<file path="config.mk">
export PLATFORM = sky130hd
export DESIGN_NAME = sram_read_arbiter
export DESIGN_NICKNAME = d
export VERILOG_FILES = /design/src/rtl/sram_arb_pkg.sv /design/src/rtl/sram_read_arbiter_rr_pick2.sv /design/src/rtl/sram_read_arbiter.sv
export SDC_FILE = /design/constraint.sdc
export NUM_CORES = 1
export LEC_CHECK = 0
export CAP_MARGIN = 25
export CORE_ASPECT_RATIO = 2
export CORE_MARGIN = 3
export CORE_UTILIZATION = 38
export DETAILED_ROUTE_END_ITERATION = 10
export MAX_ROUTING_LAYER = met4
export PLACE_DENSITY_LB_ADDON = 0.05
export SLEW_MARGIN = 20
export SYNTH_ARGS = -nofsm -noshare
export SYNTH_HDL_FRONTEND = slang
export SYNTH_SLANG_ARGS = --single-unit
</file>
<file path="constraint.sdc">
create_clock -name clk -period 1.8 [get_ports clk]
set_clock_uncertainty 0.1 [all_clocks]
set_input_delay 0.45 -clock clk [delete_from_list [all_inputs] [get_ports clk]]
set_output_delay 0.45 -clock clk [all_outputs]
set_load 0.1 [all_outputs]
</file>
<file path="src/rtl/sram_arb_pkg.sv">
// Shared types and constants for the opcode SRAM read arbiter.
package sram_arb_pkg;

    localparam int unsigned ADDR_W = 8;
    localparam int unsigned DATA_W = 8;
    // Wide enough for the longest legal read latency (7).
    localparam int unsigned LAT_W  = 3;

    // FSM encoding
    localparam logic [0:0] IDLE   = 1'b0;
    localparam logic [0:0] ACCESS = 1'b1;

    // Requester ids
    localparam logic REQ_FETCH = 1'b0;
    localparam logic REQ_DBG   = 1'b1;

    // Context of the access in flight.
    typedef struct packed {
        logic id;    // winning requester
        logic oor;   // latched address was out of range
        logic coll;  // load seen during the access
    } rd_ctx_t;

    // True when addr does not name a valid SRAM location.
    function automatic logic addr_oor(input logic [ADDR_W-1:0] addr,
                                      input int unsigned       max_addr);
        return {1'b0, addr} >= (ADDR_W + 1)'(max_addr);
    endfunction

endpackage

</file>
<file path="src/rtl/sram_read_arbiter_rr_pick2.sv">
// Two-way round-robin selector: a lone requester wins, a tie goes to the
// requester that was not granted last.
module rr_pick2
    import sram_arb_pkg::*;
(
    input  logic [1:0] req,
    input  logic       last_gnt,
    output logic       any,
    output logic       winner
);

    // Pick the winner for this cycle.
    always_comb begin
        any    = |req;
        winner = REQ_FETCH;
        if (req == 2'b11) begin
            winner = ~last_gnt;
        end else if (req[1]) begin
            winner = REQ_DBG;
        end
    end

endmodule

</file>
<file path="src/rtl/sram_read_arbiter.sv">
// Shares the opcode SRAM read port between the fetcher (port 0) and the
// debug reader (port 1). One read is in flight at a time; the response
// pulse lands in the first IDLE cycle, which may also start the next read.
module sram_read_arbiter
    import sram_arb_pkg::*;
#(
    parameter int unsigned MAX_ADDR = 8,
    // Cycles from address valid to data sampled; legal range 1..7.
    parameter int unsigned RD_LAT   = 1
) (
    input  logic              clk,
    input  logic              rst,
    input  logic              load,
    input  logic              req0,
    input  logic [ADDR_W-1:0] addr0,
    output logic              gnt0,
    output logic              rvalid0,
    output logic [DATA_W-1:0] rdata0,
    output logic              err0,
    input  logic              req1,
    input  logic [ADDR_W-1:0] addr1,
    output logic              gnt1,
    output logic              rvalid1,
    output logic [DATA_W-1:0] rdata1,
    output logic              err1,
    output logic              sram_load,
    output logic [ADDR_W-1:0] sram_address,
    input  logic [DATA_W-1:0] sram_data,
    output logic              busy
);

    logic [0:0]        state_q, state_d;
    logic              last_gnt_q, last_gnt_d;
    rd_ctx_t           ctx_q, ctx_d;
    logic [LAT_W-1:0]  lat_cnt_q, lat_cnt_d;
    logic [ADDR_W-1:0] addr_q, addr_d;
    logic [1:0]        gnt_q, gnt_d;
    logic [1:0]        rvalid_q, rvalid_d;
    logic [1:0]        err_q, err_d;
    logic [DATA_W-1:0] rdata0_q, rdata0_d;
    logic [DATA_W-1:0] rdata1_q, rdata1_d;

    logic              pick_any_c;
    logic              pick_winner_c;
    logic [ADDR_W-1:0] pick_addr_c;
    logic [DATA_W-1:0] rdata_cap_c;
    logic              last_beat_c;

    rr_pick2 u_pick (
        .req      ({req1, req0}),
        .last_gnt (last_gnt_q),
        .any      (pick_any_c),
        .winner   (pick_winner_c)
    );

    assign pick_addr_c = (pick_winner_c == REQ_DBG) ? addr1 : addr0;
    // Out-of-range reads return zero instead of whatever the SRAM drives.
    assign rdata_cap_c = ctx_q.oor ? '0 : sram_data;
    assign last_beat_c = (lat_cnt_q == LAT_W'(RD_LAT - 1));

    // Next-state and next-output logic.
    always_comb begin
        state_d    = state_q;
        last_gnt_d = last_gnt_q;
        ctx_d      = ctx_q;
        lat_cnt_d  = lat_cnt_q;
        addr_d     = addr_q;
        gnt_d      = 2'b00;
        rvalid_d   = 2'b00;
        err_d      = 2'b00;
        rdata0_d   = rdata0_q;
        rdata1_d   = rdata1_q;

        case (state_q)
            IDLE: begin
                if (!load && pick_any_c) begin
                    state_d    = ACCESS;
                    last_gnt_d = pick_winner_c;
                    ctx_d.id   = pick_winner_c;
                    ctx_d.oor  = addr_oor(pick_addr_c, MAX_ADDR);
                    ctx_d.coll = 1'b0;
                    lat_cnt_d  = '0;
                    gnt_d      = {pick_winner_c == REQ_DBG,
                                  pick_winner_c == REQ_FETCH};
                    // An invalid address never reaches the SRAM bus.
                    if (!addr_oor(pick_addr_c, MAX_ADDR)) begin
                        addr_d = pick_addr_c;
                    end
                end
            end
            ACCESS: begin
                ctx_d.coll = ctx_q.coll | load;
                if (last_beat_c) begin
                    state_d  = IDLE;
                    rvalid_d = {ctx_q.id == REQ_DBG, ctx_q.id == REQ_FETCH};
                    err_d    = {2{ctx_q.oor | ctx_q.coll | load}} & rvalid_d;
                    if (ctx_q.id == REQ_FETCH) begin
                        rdata0_d = rdata_cap_c;
                    end else begin
                        rdata1_d = rdata_cap_c;
                    end
                end else begin
                    lat_cnt_d = lat_cnt_q + LAT_W'(1);
                end
            end
            default: begin
                state_d = IDLE;
            end
        endcase
    end

    // State and output registers; reset makes port 0 win the first tie.
    always_ff @(posedge clk) begin
        if (rst) begin
            state_q    <= IDLE;
            last_gnt_q <= REQ_DBG;
            ctx_q      <= '0;
            lat_cnt_q  <= '0;
            addr_q     <= '0;
            gnt_q      <= 2'b00;
            rvalid_q   <= 2'b00;
            err_q      <= 2'b00;
            rdata0_q   <= '0;
            rdata1_q   <= '0;
        end else begin
            state_q    <= state_d;
            last_gnt_q <= last_gnt_d;
            ctx_q      <= ctx_d;
            lat_cnt_q  <= lat_cnt_d;
            addr_q     <= addr_d;
            gnt_q      <= gnt_d;
            rvalid_q   <= rvalid_d;
            err_q      <= err_d;
            rdata0_q   <= rdata0_d;
            rdata1_q   <= rdata1_d;
        end
    end

    assign gnt0         = gnt_q[0];
    assign gnt1         = gnt_q[1];
    assign rvalid0      = rvalid_q[0];
    assign rvalid1      = rvalid_q[1];
    assign err0         = err_q[0];
    assign err1         = err_q[1];
    assign rdata0       = rdata0_q;
    assign rdata1       = rdata1_q;
    assign sram_address = addr_q;
    assign sram_load    = load;
    assign busy         = (state_q != IDLE) | load;

endmodule

</file>
==> impl_results.md, run 1 <==
* Pre-antenna DRT Iters at 4
* CP arrival at 1.85 ns
* Diode count at 0
* Setup TNS Final at 0 ns
* Sequential cell area fraction in the yosys report at 50.6%
* Core area at 3720 sq um
* Via Count at 1454
* Maxcap violations at 0
* Initial core utilization at 40.4%
* R2r setup slk at 0.10 ns
* Critical path required time at 1.86 ns
* Avg Cell Area, Syn at 8.64 sq um
* Mean number of vias per cell at 4.90
* # hold bufs at CTS at 0
* Share of cells above drive strength 1 at 28.6%
* Placed Area at 2540 sq um
* Status: completed
* Max Slew Vio Count at 0
* Routability cong. at 0.774
* WL/cell at 13.0 um
* Clk root buf: clkbuf_8
* Max-slew headroom at 66.3%
* Die Wd at 50.5 um
* Worst skew pair latency at 0.27 ns
* Die Height at 94.9 um
* Final HPWL from detailed placement at 3090 um
* Final Hold Fails at 0
* Share of async-settable or async-resettable flops after synthesis at 0%
* DRT iter0 DRCs at 18
* Hold Path Depth at 2
* Tcrit/Tclk final at 99.0%
* Hold Crit Class: flop to flop
* Syn_nets at 205
* CP max FO at 3
* CTS max path bufs at 2
* Hold endpoint: rdata1[6]$_SDFFE_PP0P_
* Initial antenna violation count at 0
* Pwr dens at 685 nW/um^2
* Area added between synthesis and finish at 78.4%
* Mapped Cells at 174
* TritonCTS clock tree: done
* Maximum number of pins on one net before global-route repair at 18
* Pwr Total at 0.00184 W
* Rows at 31
* LEAKAGE at 1.07 nW
* Fin crit period at 1.78 ns
* IO Pins at 61
* Clock Sinks at 38
* Worst setup margin at 0.0181 ns
* RSZ-0062 raised after global routing: true
* Total GRT Usage at 17.9%
* Post-placement cell count at 287
* Peak VDD IR at 476 uV
* F_max at 0.561 GHz
* Place WS at -0.510 ns
* CTS buffer count at 5
* Critical R2R Launch: state_q$_SDFF_PP0_
* Worst hold start: rdata1[6]$_SDFFE_PP0P_
* Crit path capture type: flop
* Drt drc at 0
* Vias in the first global route at 1450
* Reg2reg end: ctx_q[1]$_SDFFE_PP0P_
* Post-Syn Area at 1500 sq um
* CTS H-tree lvls at 2
* Main synth FF type: dfxtp_1
* Slew @ Worst Pin at 0.506 ns
* Global-route wire length before repair at 6400 um
* Post-synth cell types at 33
* Finished Layout Cells at 297
* I/O Buffers at 60
* Setup CP Type: primary input to flop
* Post-Route WL at 3850 um
* Most frequent cells in the layout: dfxtp_1 (38), nand2_1 (35), buf_12 (32)
* Number of synthesis warnings at 0
* Clock-pin slew on the worst setup and hold paths at 0.07 ns
* Final setup fails at 0
* Die footprint at 4790 sq um
* Remaining antenna violation count at 0
* Most common cell after layout, fill and taps aside: dfxtp_1
* Global route overflow at 0
* Startpoint types: primary input
* EDFF count, synth at 0
* Synth Register Bits at 38
* Post-route cell area at 2680 sq um
* R2R depth at 5
* Nets at 278
==> state kept, by name, summed over array words and instances, names as in the netlist <==
signal        cells
ctx_q             3
rvalid_q          2
state_q           1
err_q             2
rdata0            8
lat_cnt_q         3
rdata1            8
last_gnt_q        1
gnt_q             2
sram_address      8
==> per-stage QoR <==
| step | util, % | hold slack, ns |
|---|---|---|
| 2_1_floorplan | - | 0.361 |
| 3_3_place_gp | 68.2 | 0.376 |
| 3_5_place_dp | 68.2 | 0.385 |
| 4_1_cts | 71.8 | 0.395 |
| 5_1_grt | 72.0 | 0.407 |
| 6_report | 72.0 | 0.393 |
==> how the worst max path moves through the flow <==
stage	start	endpoint	slack, ns	cells past startpoint
final	addr0[4]	sram_address[2]$_SDFFE_PP0P_	0.02	5
after CTS	addr1[7]	sram_address[2]$_SDFFE_PP0P_	0.001	5
after global placement	addr0[5]	sram_address[2]$_SDFFE_PP0P_	-0.44	5
after detailed placement	addr0[5]	sram_address[2]$_SDFFE_PP0P_	-0.51	5
after global routing	addr1[7]	sram_address[2]$_SDFFE_PP0P_	-0.009	5
after floorplan	load	ctx_q[1]$_SDFFE_PP0P_	-0.02	6
==> where the power goes <==
group          internal, W  leakage, nW  switching, W
Combinational     0.000165        0.712      0.000203
Sequential        0.000860        0.308     0.0000241
Clock             0.000307       0.0472      0.000276
==> synth_stat cells, drive strengths merged, types with 2 or more instances <==
cell    count  area share [%]
or4         2             1.0
and2        5             2.1
and3        2            0.92
mux2i       3             2.0
nor3        9             3.0
nand2b      2            0.83
nor2       13             3.2
nor3b       2             1.3
dfxtp      38              51
mux2        3             2.2
nand3       2            0.67
nor2b      11             4.6
buf         4             2.2
inv         4             1.0
ha          2             1.7
nand2      35             8.7
clkbuf      5             1.2
or2         3             1.2
a21oi      22             7.6
==> cell type report <==
cell class,count,area [sq um]
Inverter,4,15.0
Timing Repair Buffer,75,1030
Clock inverter,2,12.5
Sequential cell,38,761
Clock buffer,6,82.6
Tap cell,49,61.3
Multi-Input combinational cell,123,722
Fill cell,294,1040
==> cell families after synthesis <==
group	share of synthesized area [%]
AOI/OAI and AO/OA	10.4
adders and majority gates	1.67
buffers and inverters	4.50
DFF	50.6
muxes	4.25
and+or+nand+nor	28.6
==> timing repair <==
action	in CTS	in global routing
gates resized for setup	19	3
endpoints found under the setup margin	11	10
buffers inserted	2	0
pin swaps	7	2
==> worst max-delay path: stages <==
cell           delay [ns]
dlygate4sd2_1        0.23
or4_4                0.53
nor3_4               0.22
o21ai_2              0.12
mux2_4               0.31
==> per-layer routing <==
layer | global-route usage [%] | routed length (um)
met3 | 3.95 | 183
met4 | 4.72 | 20
met5 | - | 0
met1 | 16.8 | 1290
met2 | 35.3 | 2350
Power figures use the tool's default switching activity.
==> run 2: changes to the inputs <==
GPL_ROUTABILITY_DRIVEN = 0   (was not set)
SLEW_MARGIN = 25   (was 20)
clock period = 1.6 ns   (was 1.8 ns; I/O delays follow)
==> impl_results.md, run 2 (synthesis results as in run 1) <==
* Fin crit period at 1.62 ns
* Crit path capture type: flop
* Max Slew Vio Count at 0 (unchanged)
* Post-placement cell count at 289 (+0.70%)
* Via Count at 1469 (+1.0%)
* Peak VDD IR at 569 uV (+20%)
* Final HPWL from detailed placement at 3070 um (-0.79%)
* Global route overflow at 0 (unchanged)
* Initial core utilization at 40.4% (unchanged)
* Rows at 31 (unchanged)
* Drt drc at 0 (unchanged)
* Clock Sinks at 38 (unchanged)
* Failing checks: negative setup slack
* Fill cells at 280 (-4.8%)
* Pwr dens at 737 nW/um^2 (+7.5%)
* Final setup fails at 3 (+3)
* F_max at 0.616 GHz
* Tcrit/Tclk final at 101%
* Slew @ Worst Pin at 0.385 ns (-0.121 ns)
* Most frequent cells in the layout: dfxtp_1 (36), buf_12 (32), nand2_1 (29)
* TritonCTS clock tree: done
* Finished Layout Cells at 302 (+1.7%)
* Critical path required time at 1.67 ns (-0.19 ns)
* Share of the core filled with cells at 74.7% (+2.8 points)
* Worst skew pair latency at 0.28 ns (about the same)
* Worst setup margin at -0.0224 ns (-0.0405 ns)
* CTS max path bufs at 2 (unchanged)
* Maximum number of pins on one net before global-route repair at 18 (unchanged)
* Hold WS at 0.396 ns (+0.00292 ns)
* Pre-antenna DRT Iters at 4 (unchanged)
* Pwr Total at 0.00205 W (+12%)
* Remaining antenna violation count at 0 (unchanged)
* CP max FO at 3 (unchanged)
* Mean number of vias per cell at 4.86 (-0.64%)
* Status: finished with violations
* CP top delay family: simple AND/OR/NAND/NOR gates
* Die Height at 94.9 um (unchanged)
* Vias in the first global route at 1528 (+5.4%)
* Max-slew headroom at 74.3% (+8.0 points)
* Startpoint types: primary input
* Worst Path Buf+Inv at 1 (unchanged)
* CP arrival at 1.69 ns (-0.16 ns)
* Nets at 284 (+2.2%)
* Area added between synthesis and finish at 85.2%
* Post-Route WL at 4030 um (+4.5%)
* Clock-pin slew on the worst setup and hold paths at 0.07 ns (about the same)
* LEAKAGE at 1.10 nW (+3.4%)
* CTS buffer count at 5 (unchanged)
* Core area at 3720 sq um (unchanged)
* Place WS at -0.640 ns (-0.130 ns)
* Hold Crit Class: flop to flop
* IO Pins at 61 (unchanged)
* Share of cells above drive strength 1 at 40.7% (+12 points)
* Total GRT Usage at 18.3% (+0.40 points)
* I/O Buffers at 60 (unchanged)
* Cells along the critical path: buf_6 -> or4_4 -> nor3b_4 -> o21ai_4 -> mux2_4
* Initial antenna violation count at 0 (unchanged)
* Most common cell after layout, fill and taps aside: dfxtp_1
* Die Wd at 50.5 um (unchanged)
* # hold bufs at CTS at 0 (unchanged)
* RSZ-0062 raised after global routing: true
* Final Hold Fails at 0 (unchanged)
* Slowest stage cell, crit path: or4_4
* Global-route wire length before repair at 6600 um (+3.1%)
* Max incr delay on CP at 0.55 ns (+0.02 ns)
* WL/cell at 13.3 um (+2.8%)
* Maxcap violations at 0 (unchanged)
* CTS H-tree lvls at 2 (unchanged)
* Setup CP Type: primary input to flop
* Clk root buf: clkbuf_8
* DRT iter0 DRCs at 25 (+7)
* Die footprint at 4790 sq um (unchanged)
* Diode count at 0 (unchanged)
-- run 2: routing by layer --
layer | vias up | part of all wire [%] | track usage [%]
met2 | 61 | 57 | 34.7
met3 | 5 | 5.7 | 3.48
li1 | 725 | - | -
met4 | 0 | 1.8 | 7.87
met5 | - | 0 | -
met1 | 678 | 35 | 17.4
-- run 2: power by group --
group / internal, W / switching (W) / total (W)
combinational: 0.000203 / 0.000244 / 0.000446
sequential: 0.000967 / 0.0000255 / 0.000993
clock: 0.000292 / 0.000318 / 0.000610
-- run 2: metrics by stage --
step	TNS (ns)	instance area [sq um]
finish	-0.0605	2780
global route	-0.150	2780
floorplan	-1.12	1520
CTS	-0.113	2700
detailed placement	-8.12	2550
global placement	-7.23	2550
-- run 2: final cells by class --
cell class	instances	area [sq um]	area share, %
Timing Repair Buffer	81	1060	38.0
Multi-Input combinational cell	123	807	29.0
Sequential cell	38	763	27.4
Clock buffer	5	68.8	2.47
Tap cell	49	61.3	2.20
Inverter	4	15.0	0.540
Clock inverter	2	10.0	0.360
-- run 2: tightest hold or removal path: cells and delay by family, from the launching register on --
| kind | cells | cell delay, ns |
|---|---|---|
| AOI/OAI and AO/OA | 1 | 0.06 |
| DFF | 1 | 0.34 |
| and+or+nand+nor | 1 | 0.07 |
-- run 2: timing repair --
action | CTS | global route
gates resized for setup | 42 | 22
pin swaps | 7 | 7
endpoints found under the setup margin | 30 | 28
setup buffers | 3 | 3
-- run 2: worst paths after layout --
check / from / to / slack [ns] / cells past startpoint
worst max-delay path: addr1[7] / sram_address[2]$_SDFFE_PP0P_ / -0.02 / 5
worst min-delay path: lat_cnt_q[1]$_SDFFE_PP0P_ / lat_cnt_q[1]$_SDFFE_PP0P_ / 0.40 / 2
worst max register to register: last_gnt_q$_SDFFE_PP1P_ / sram_address[2]$_SDFFE_PP0P_ / 0.08 / 4
worst min register to register: lat_cnt_q[1]$_SDFFE_PP0P_ / lat_cnt_q[1]$_SDFFE_PP0P_ / 0.40 / 2
==> run 3: changes to the inputs <==
CAP_MARGIN = 20   (was 25)
SYNTH_HIERARCHICAL = 1   (was not set)
==> impl_results.md, run 3 <==
* Most common cell after layout, fill and taps aside: nand2_1
* Hold Crit Class: flop to flop
* Mean number of vias per cell at 4.78 (-1.8%)
* Maxcap violations at 0 (unchanged)
* IO Pins at 61 (unchanged)
* Met3 GRT Util at 2.64% (-0.84 points)
* Pwr dens at 821 nW/um^2 (+12%)
* Peak VDD IR at 876 uV (+54%)
* Via Count at 1390 (-5.4%)
* Diode count at 0 (unchanged)
* Worst hold start: rdata0[2]$_SDFFE_PP0P_
* # hold bufs at CTS at 0 (unchanged)
* Area added between synthesis and finish at 77.7%
* CP max FO at 4 (+1)
* Share of the core filled with cells at 70.0% (-4.8 points)
* Worst Setup SP: load
* F_max at 0.646 GHz (+4.9%)
* Post-Route WL at 3760 um (-6.5%)
* Die footprint at 4870 sq um (+1.6%)
* Share of async-settable or async-resettable flops after synthesis at 0% (unchanged)
* Hold Path Depth at 2 (unchanged)
* Post-synth cell types at 32 (-3.0%)
* Post-synthesis mux area share at 1.96% (-2.3 points)
* Startpoint types: primary input
* Setup CP Type: primary input to primary output
* Comb pwr share at 19.1% (-2.7 points)
* Tcrit/Tclk final at 96.7% (-4.7 points)
* Net Sw Power at 0.000573 W (-2.4%)
* Clock Power Share at 36.2% (+6.4 points)
* GR Util met1 at 15.4% (-1.9 points)
* Status: completed
* Fin crit period at 1.55 ns (-0.0755 ns)
* Pre-antenna DRT Iters at 4 (unchanged)
* Rows at 32 (+3.2%)
* EDFF count, synth at 0 (unchanged)
* Cell Int Power at 0.00166 W (+13%)
* Clk root buf: clkbuf_8
* Number of synthesis warnings at 6 (+6)
* Worst setup margin at 0.0531 ns (+0.0755 ns)
* Global route overflow at 0 (unchanged)
* Synth top area cells: dfxtp_1 (50%), nand2_1 (9.3%), a21oi_1 (7.9%), nor2b_1 (3.3%), nor2_1 (2.2%)
* Switch share at 25.7% (-3.0 points)
* Avg Cell Area, Syn at 8.99 sq um (+4.1%)
* Clock-pin slew on the worst setup and hold paths at 0.07 ns (about the same)
* Place WS at -0.500 ns (+0.140 ns)
* Total GRT Usage at 17.7% (-0.66 points)
* Most frequent cells in the layout: nand2_1 (38), dfxtp_1 (37), buf_12 (34)
* CP arrival at 1.05 ns (-0.64 ns)
* Vias in the first global route at 1429 (-6.5%)
* I/O Buffers at 60 (unchanged)
* Critical R2R Launch: last_gnt_q$_SDFFE_PP1P_
* Commonest cells post-synth: dfxtp_1 (38), nand2_1 (38), a21oi_1 (24), nor2_1 (9), nor2b_1 (8)
* WL/cell at 12.9 um (-2.9%)
* Syn_nets at 201 (-2.0%)
* DRT iter0 DRCs at 13 (-48%)
* CTS max path bufs at 2 (unchanged)
* Hold WS at 0.392 ns (-0.00439 ns)
* Worst skew pair latency at 0.28 ns (about the same)
* Max Slew Vio Count at 0 (unchanged)
* TritonCTS clock tree: done
* Die Wd at 50.9 um (+0.77%)
* Gr busiest metal: met2
* Share of cells above drive strength 1 at 28.7% (-12 points)
* Remaining antenna violation count at 0 (unchanged)
* R2r setup slk at 0.15 ns (+0.07 ns)
* Simple-gate portion of the synthesized area at 28.8% (+0.25 points)
* Finished Layout Cells at 291 (-3.6%)
* Initial core utilization at 39.4% (-0.99 points)
* Mapped Cells at 170 (-2.3%)
* Nets at 271 (-4.6%)
* Die Height at 95.7 um (+0.82%)
* Yosys top cell area share at 49.8% (-0.87 points)
* Maximum number of pins on one net before global-route repair at 19 (+1)
* Final HPWL from detailed placement at 3070 um (about the same)
* R2R depth at 5 (+1)
* CTS H-tree lvls at 2 (unchanged)
* Main synth FF type: dfxtp_1
* Critical path required time at 1.10 ns (-0.57 ns)
* Pwr Total at 0.00223 W (+8.9%)
* Core area at 3880 sq um (+4.3%)
* RSZ-0062 raised after global routing: false
* Final Hold Fails at 0 (unchanged)
* Xor/xnor share of the synthesized area at 0.573% (+0.57 points)
* Crit path capture type: primary output
* Synth Register Bits at 38 (unchanged)
* Main combinational cell family by area after synthesis: simple AND/OR/NAND/NOR gates
* Final setup fails at 0 (-3)
* Sequential cell fraction of total power at 44.6% (-3.8 points)
* Synth area leader: dfxtp_1
* Sequential cell area fraction in the yosys report at 49.8% (-0.87 points)
* Compound-Gate Fraction of Synth Area at 12.2% (+1.8 points)
* Reg2reg end: sram_address[2]$_SDFFE_PP0P_
* LEAKAGE at 1.04 nW (-5.5%)
* Clock Sinks at 38 (unchanged)
* Max-slew headroom at 72.5% (-1.8 points)
* Post-Syn Area at 1530 sq um (+1.7%)
* Drt drc at 0 (unchanged)
* Global-route wire length before repair at 6280 um (-4.8%)
* Initial antenna violation count at 0 (unchanged)
* CTS buffer count at 5 (unchanged)
* Met2 usage at 34.4% (-0.33 points)
* Area share of fa/ha/maj cells after synthesis at 1.64% (-0.029 points)
* Slew @ Worst Pin at 0.412 ns (+0.0273 ns)
* Post-placement cell count at 283 (-2.1%)
* Hold endpoint: rdata0[2]$_SDFFE_PP0P_
## run 3: critical path: stages
cell and delay [ns]:
clkdlybuf4s15_1 0.24, nor2_2 0.16, inv_1 0.08, buf_12 0.17
## run 3: what timing repair did
item,4_1_cts,5_1_grt
buffers inserted,0,1
resized for setup,7,5
gates cloned,0,0
endpoints found under the setup margin,12,11
pin swaps,4,1
## run 3: final cells by class
class | instances | area [sq um]
fillers | 316 | 1170
repair buffers | 73 | 1040
flip-flops and latches | 38 | 764
multi-input cells | 118 | 721
clock buffers | 6 | 82.6
well taps | 51 | 63.8
clock inverters | 1 | 30.0
inverters | 4 | 15.0
## run 3: how the worst max path moves through the flow
stage,endpoint,slack (ns)
CTS,busy,0.005
finish,busy,0.05
global route,busy,0.0005
floorplan,sram_address[0]$_SDFFE_PP0P_,0.03
detailed placement,sram_address[6]$_SDFFE_PP0P_,-0.50
global placement,sram_address[7]$_SDFFE_PP0P_,-0.44
## run 3: routing by layer
| layer | part of all wire, % | wire [um] |
|---|---|---|
| met1 | 32 | 1210 |
| met3 | 4.5 | 169 |
| met2 | 60 | 2260 |
| met4 | 3.2 | 120 |
| met5 | 0 | 0 |
## run 3: metrics by stage
stage               TNS (ns)  cell area (sq um)
finish                     0               2720
global route               0               2720
CTS                        0               2700
detailed placement     -6.43               2570
global placement       -5.59               2570
floorplan                  0               1530
## run 3: kinds of logic (layout without fill, tap and decap cells)
family | Yosys count | after routing
buf+inv | 14 | 84
mux | 3 | 3
xor+xnor | 1 | 1
simple gates | 82 | 82
compound gates | 30 | 30
fa+ha+maj | 2 | 2
flops | 38 | 38
## run 3: power by group through the flow
stage / logic (W) / registers (W) / clock network [W]
2_1_floorplan: 0.000133 / 0.00111 / 0
3_3_place_gp: 0.000417 / 0.00102 / 0
3_5_place_dp: 0.000421 / 0.00102 / 0
4_1_cts: 0.000425 / 0.000998 / 0.000831
5_1_grt: 0.000449 / 0.000999 / 0.000866
6_report: 0.000427 / 0.000997 / 0.000809
